<file path="config.mk">
export PLATFORM = sky130hd
export DESIGN_NAME = ram_port_arbiter
export DESIGN_NICKNAME = d
export VERILOG_FILES = /design/src/rtl/ram_port_arbiter.sv
export SDC_FILE = /design/constraint.sdc
export NUM_CORES = 1
export LEC_CHECK = 0
export CAP_MARGIN = 20
export CORE_MARGIN = 8
export CORE_UTILIZATION = 41
export CTS_BUF_LIST = sky130_fd_sc_hd__clkbuf_8
export DETAILED_ROUTE_END_ITERATION = 16
export GPL_TIMING_DRIVEN = 1
export HOLD_SLACK_MARGIN = 0.05
export PLACE_DENSITY = 0.95
export RECOVER_POWER = 25
export SLEW_MARGIN = 20
export SYNTH_ARGS = -nofsm -noshare
export SYNTH_HDL_FRONTEND = slang
export SYNTH_SLANG_ARGS = --single-unit
</file>
<file path="constraint.sdc">
create_clock -name clk -period 2.9 [get_ports clk]
set_clock_uncertainty 0.05 [all_clocks]
set_input_delay 0.725 -clock clk [delete_from_list [all_inputs] [get_ports clk]]
set_output_delay 0.725 -clock clk [all_outputs]
set_load 0.1 [all_outputs]
</file>
<file path="src/rtl/ram_port_arbiter.sv">
// ram_port_arbiter: shares one single-port synchronous RAM among NUM_CH requesters.
// Fixed priority by default; define ROUND_ROBIN_EN for round-robin arbitration.
module ram_port_arbiter #(
   parameter int NUM_CH        = 2,
   parameter int DATA_WIDTH    = 8,
   parameter int ADDRESS_WIDTH = 16,
   parameter int RAM_LATENCY   = 1
) (
   input  logic                            clk,
   input  logic                            rst_n,
   input  logic [NUM_CH-1:0]               i_req,
   input  logic [NUM_CH-1:0]               i_we,
   input  logic [NUM_CH*ADDRESS_WIDTH-1:0] i_addr,
   input  logic [NUM_CH*DATA_WIDTH-1:0]    i_wdata,
   output logic [NUM_CH-1:0]               o_gnt,
   output logic [DATA_WIDTH-1:0]           o_rdata,
   output logic [NUM_CH-1:0]               o_rvalid,
   output logic                            o_ram_ce,
   output logic                            o_ram_we,
   output logic [ADDRESS_WIDTH-1:0]        o_ram_addr,
   output logic [DATA_WIDTH-1:0]           o_ram_wdata,
   input  logic [DATA_WIDTH-1:0]           i_ram_rdata,
   output logic                            o_busy
);
   localparam int CH_W = $clog2(NUM_CH);

   logic [NUM_CH-1:0]        w_gnt;
   logic [CH_W-1:0]          w_idx;
   logic                     w_xfer;
   logic                     w_rd;
   int                       w_start;

   logic                     r_ce;
   logic                     r_we;
   logic [ADDRESS_WIDTH-1:0] r_addr;
   logic [DATA_WIDTH-1:0]    r_wdata;
   logic [DATA_WIDTH-1:0]    r_rdata;
   logic [NUM_CH-1:0]        r_rvalid;
   logic [RAM_LATENCY:0]     r_rd_pipe;
   logic [RAM_LATENCY:0][CH_W-1:0] r_ch_pipe;

`ifdef ROUND_ROBIN_EN
   logic [CH_W-1:0] r_ptr;

   // Pointer remembers the last winner; search resumes just past it.
   always_ff @(posedge clk or negedge rst_n) begin
      if (!rst_n)      r_ptr <= CH_W'(NUM_CH-1);
      else if (w_xfer) r_ptr <= w_idx;
   end

   assign w_start = (int'(r_ptr) == NUM_CH-1) ? 0 : int'(r_ptr) + 1;
`else
   assign w_start = 0;
`endif

   always_comb begin
      w_gnt  = '0;
      w_idx  = '0;
      w_xfer = 1'b0;
      for (int k = 0; k < NUM_CH; k++) begin
         if (!w_xfer && i_req[(w_start + k) % NUM_CH]) begin
            w_xfer = 1'b1;
            w_idx  = CH_W'((w_start + k) % NUM_CH);
         end
      end
      if (w_xfer) w_gnt[w_idx] = 1'b1;
   end

   assign w_rd = w_xfer & ~i_we[w_idx];

   always_ff @(posedge clk or negedge rst_n) begin
      if (!rst_n) begin
         r_ce    <= 1'b0;
         r_we    <= 1'b0;
         r_addr  <= '0;
         r_wdata <= '0;
      end else begin
         r_ce <= w_xfer;
         r_we <= w_xfer & i_we[w_idx];
         if (w_xfer) begin
            r_addr  <= i_addr[w_idx*ADDRESS_WIDTH +: ADDRESS_WIDTH];
            r_wdata <= i_wdata[w_idx*DATA_WIDTH +: DATA_WIDTH];
         end
      end
   end

   // Tag stage k tracks the access issued k+1 edges ago; the last stage lines up with ram_rdata.
   always_ff @(posedge clk or negedge rst_n) begin
      if (!rst_n) begin
         r_rd_pipe <= '0;
         r_ch_pipe <= '0;
         r_rdata   <= '0;
         r_rvalid  <= '0;
      end else begin
         r_rd_pipe[0] <= w_rd;
         r_ch_pipe[0] <= w_idx;
         for (int s = 1; s <= RAM_LATENCY; s++) begin
            r_rd_pipe[s] <= r_rd_pipe[s-1];
            r_ch_pipe[s] <= r_ch_pipe[s-1];
         end
         r_rvalid <= '0;
         if (r_rd_pipe[RAM_LATENCY]) begin
            r_rdata                               <= i_ram_rdata;
            r_rvalid[r_ch_pipe[RAM_LATENCY]]      <= 1'b1;
         end
      end
   end

   assign o_gnt       = w_gnt;
   assign o_rdata     = r_rdata;
   assign o_rvalid    = r_rvalid;
   assign o_ram_ce    = r_ce;
   assign o_ram_we    = r_we;
   assign o_ram_addr  = r_addr;
   assign o_ram_wdata = r_wdata;
   assign o_busy      = r_ce | (|r_rd_pipe);

endmodule

</file>
==> flow_metrics.env <==
export IMPL_post_route_util=0.671
export IMPL_post_synth_top_area_fraction=0.590
export IMPL_clk_path_buf_depth=2
export IMPL_track_usage=0.145
export IMPL_synthDistinctLibCells=18
export IMPL_combinationalPowerShare=0.407
export IMPL_die_area_um2=6450
export IMPL_synthesis_area_um2=1700
export IMPL_die_y_um=80.3
export IMPL_synth_top_area_cell="dfrtp_1"
export IMPL_cts_setup_buffers=0
export IMPL_antennaDiodeCount=0
export IMPL_min_delay_start="r_ch_pipe[0]"
export IMPL_dpl_hpwl_um=3450
export IMPL_ctsHoldBuffers=0
export IMPL_worstSkewPairLatency_ns=0.28
export IMPL_dpl_cell_area_um2=2590
export IMPL_fp_row_count=23
export IMPL_gp_congestion=0.689
export IMPL_syn_nets=203
export IMPL_wl_um=4470
export IMPL_path_clk_slew_ns=0.08
export IMPL_cp_required_ns=2.12
export IMPL_rrSetupSlack_ns=1.77
export IMPL_slew_viol_final=0
export IMPL_placedCellCount=281
export IMPL_cp_max_fo=4
export IMPL_power_density_nw_per_um2=625
export IMPL_cp_startpoint="i_req[1]"
export IMPL_routed_via_density=4.70
export IMPL_grt_start_max_net_pins=53
export IMPL_ios=101
export IMPL_swShare=0.423
export IMPL_layout_min_cycle_time_ns=2.49
export IMPL_hold_path_cell_count=0
export IMPL_cts_inserted_buffers=5
export IMPL_yosys_top_cells_area="dfrtp_1 (59%), mux2i_1 (14%), o21ai_1 (5.6%)"
export IMPL_crit_path_start_kind="primary input"
export IMPL_area_growth_pct=58.1
export IMPL_timing_rr_start="r_rd_pipe[1]"
export IMPL_die_w_um=80.3
export IMPL_hold_viol=0
export IMPL_final_cell_mix="clkdlybuf4s50_1 (50), dfrtp_1 (40), buf_4 (39)"
export IMPL_cp_depth=3
export IMPL_hold_path_class="flip-flop to flip-flop"
export IMPL_finalSetupTns_ns=0
export IMPL_final_area_um2=2680
export IMPL_p_leak_nw=1.27
export IMPL_path_buf_inv=2
export IMPL_synth_seq_cells=40
export IMPL_rsz0062_at_grt="no"
export IMPL_cts_tree="built"
export IMPL_grt_pass1_vias=1481
export IMPL_cts_sinks=40
export IMPL_drt_iter0_drc=51
export IMPL_max_cap_violations=0
export IMPL_cp_slowest_cell="dlygate4sd3_1"
export IMPL_status="completed"
export IMPL_arrival_ns=1.71
export IMPL_drt_wirelength_per_cell_um=15.5
export IMPL_drc=0
export IMPL_ctsRootBufferMaster="clkbuf_8"
export IMPL_max_freq_mhz=402
export IMPL_peakVddDrop_mv=0.285
export IMPL_holdWs_ns=0.318
export IMPL_worst_r2r_path_depth=1
export IMPL_coreArea_um2=4000
export IMPL_p_switching_uw=710
export IMPL_port_buffer_count=100
export IMPL_total_power_mw=1.68
export IMPL_syn_inst=141
export IMPL_worstMarginPinSlew_ns=0.862
export IMPL_cp_slowest_stage_delay_ns=0.54
export IMPL_r2r_end="o_rdata[0]"
export IMPL_ys_warn_count=0
export IMPL_finalNonFillerCells=289
export IMPL_antenna_found_initial=0
export IMPL_clkPwrFrac=0.210
export IMPL_yosysSeqAreaShare=0.590
export IMPL_final_layout_size_suffix_gt1_frac=0.251
export IMPL_dp_slack_ns=0.479
export IMPL_grt_pass1_wl_um=7220
export IMPL_critPathTopFamily="buffers and inverters"
export IMPL_crit_type="primary input to output port"
export IMPL_cts_max_level=2
export IMPL_cp_cell_sequence="dlygate4sd3_1, and2b_1, buf_12"
export IMPL_layout_commonest_cell="clkdlybuf4s50_1"
export IMPL_setup_violations=0
export IMPL_start_util=0.424
export IMPL_slew_headroom=0.425
export IMPL_hold_end="r_ch_pipe[1]"
export IMPL_end_kind="output port"
export IMPL_cts_resized=0
export IMPL_vias=1357
export IMPL_drt_first_pass_iters=4
export IMPL_seqPwrFrac=0.383
export IMPL_p_int_uw=967
export IMPL_final_min_period_over_clock_period=0.858
export IMPL_final_nets=300
export IMPL_synth_area_per_cell_um2=12.0
export IMPL_finalWorstSetupSlack_ns=0.412
export IMPL_grt_ovfl_total=0
export IMPL_ant_nets=0
-- cell usage after synthesis --
cell,n
buf_12,2
and2b_1,1
buf_6,1
and2_1,1
or2_2,1
nand2_1,24
clkbuf_1,3
mux2_2,8
dfrtp_1,40
o21ai_1,19
a22o_1,2
o21ai_0,5
buf_4,2
buf_2,4
inv_1,2
or3_1,1
mux2i_1,24
nor2b_1,1
-- registers in the layout, summed over array words and instances, names as in the netlist --
signal and count:
o_rdata 8, o_ram_we 1, o_ram_ce 1, o_ram_addr 16, o_ram_wdata 8, r_rd_pipe 2
o_rvalid 2, r_ch_pipe 2
-- how the worst max path moves through the flow --
stage          slack, ns  endpoint
2_1_floorplan       0.42    o_busy
3_3_place_gp        0.52  o_gnt[1]
3_5_place_dp        0.48  o_gnt[1]
4_1_cts             0.48  o_gnt[1]
5_1_grt             0.39  o_gnt[1]
6_report            0.41  o_gnt[1]
-- layout make-up --
type | count | area, um^2
fillers | 336 | 1320
repair buffers | 102 | 933
well taps | 50 | 62.6
multi-input cells | 87 | 591
clock inverters | 3 | 18.8
inverters | 2 | 7.51
clock buffers | 5 | 68.8
flip-flops and latches | 40 | 1000
-- power by group through the flow --
stage	clock network, mW	logic (mW)	registers (mW)
2_1_floorplan	0	0.111	1.03
3_3_place_gp	0	0.684	0.651
3_5_place_dp	0	0.692	0.653
4_1_cts	0.366	0.692	0.644
5_1_grt	0.402	0.710	0.650
6_report	0.352	0.683	0.643
-- kinds of logic after synthesis --
kind of cell | after synthesis | synth area share
mux | 32 | 0.195
compound gates | 26 | 0.0811
buf+inv | 14 | 0.0619
simple gates | 29 | 0.0723
flops | 40 | 0.590
-- routing by layer --
metal  vias up  global-route usage  routed length [um]
met5         -                   0                   0
met4         0              0.0491                  50
met3         4              0.0826                 484
met2        64               0.230                2150
met1       617               0.160                1790
li1        672                   -                   -
No activity file was read; power rests on OpenSTA's default activity.
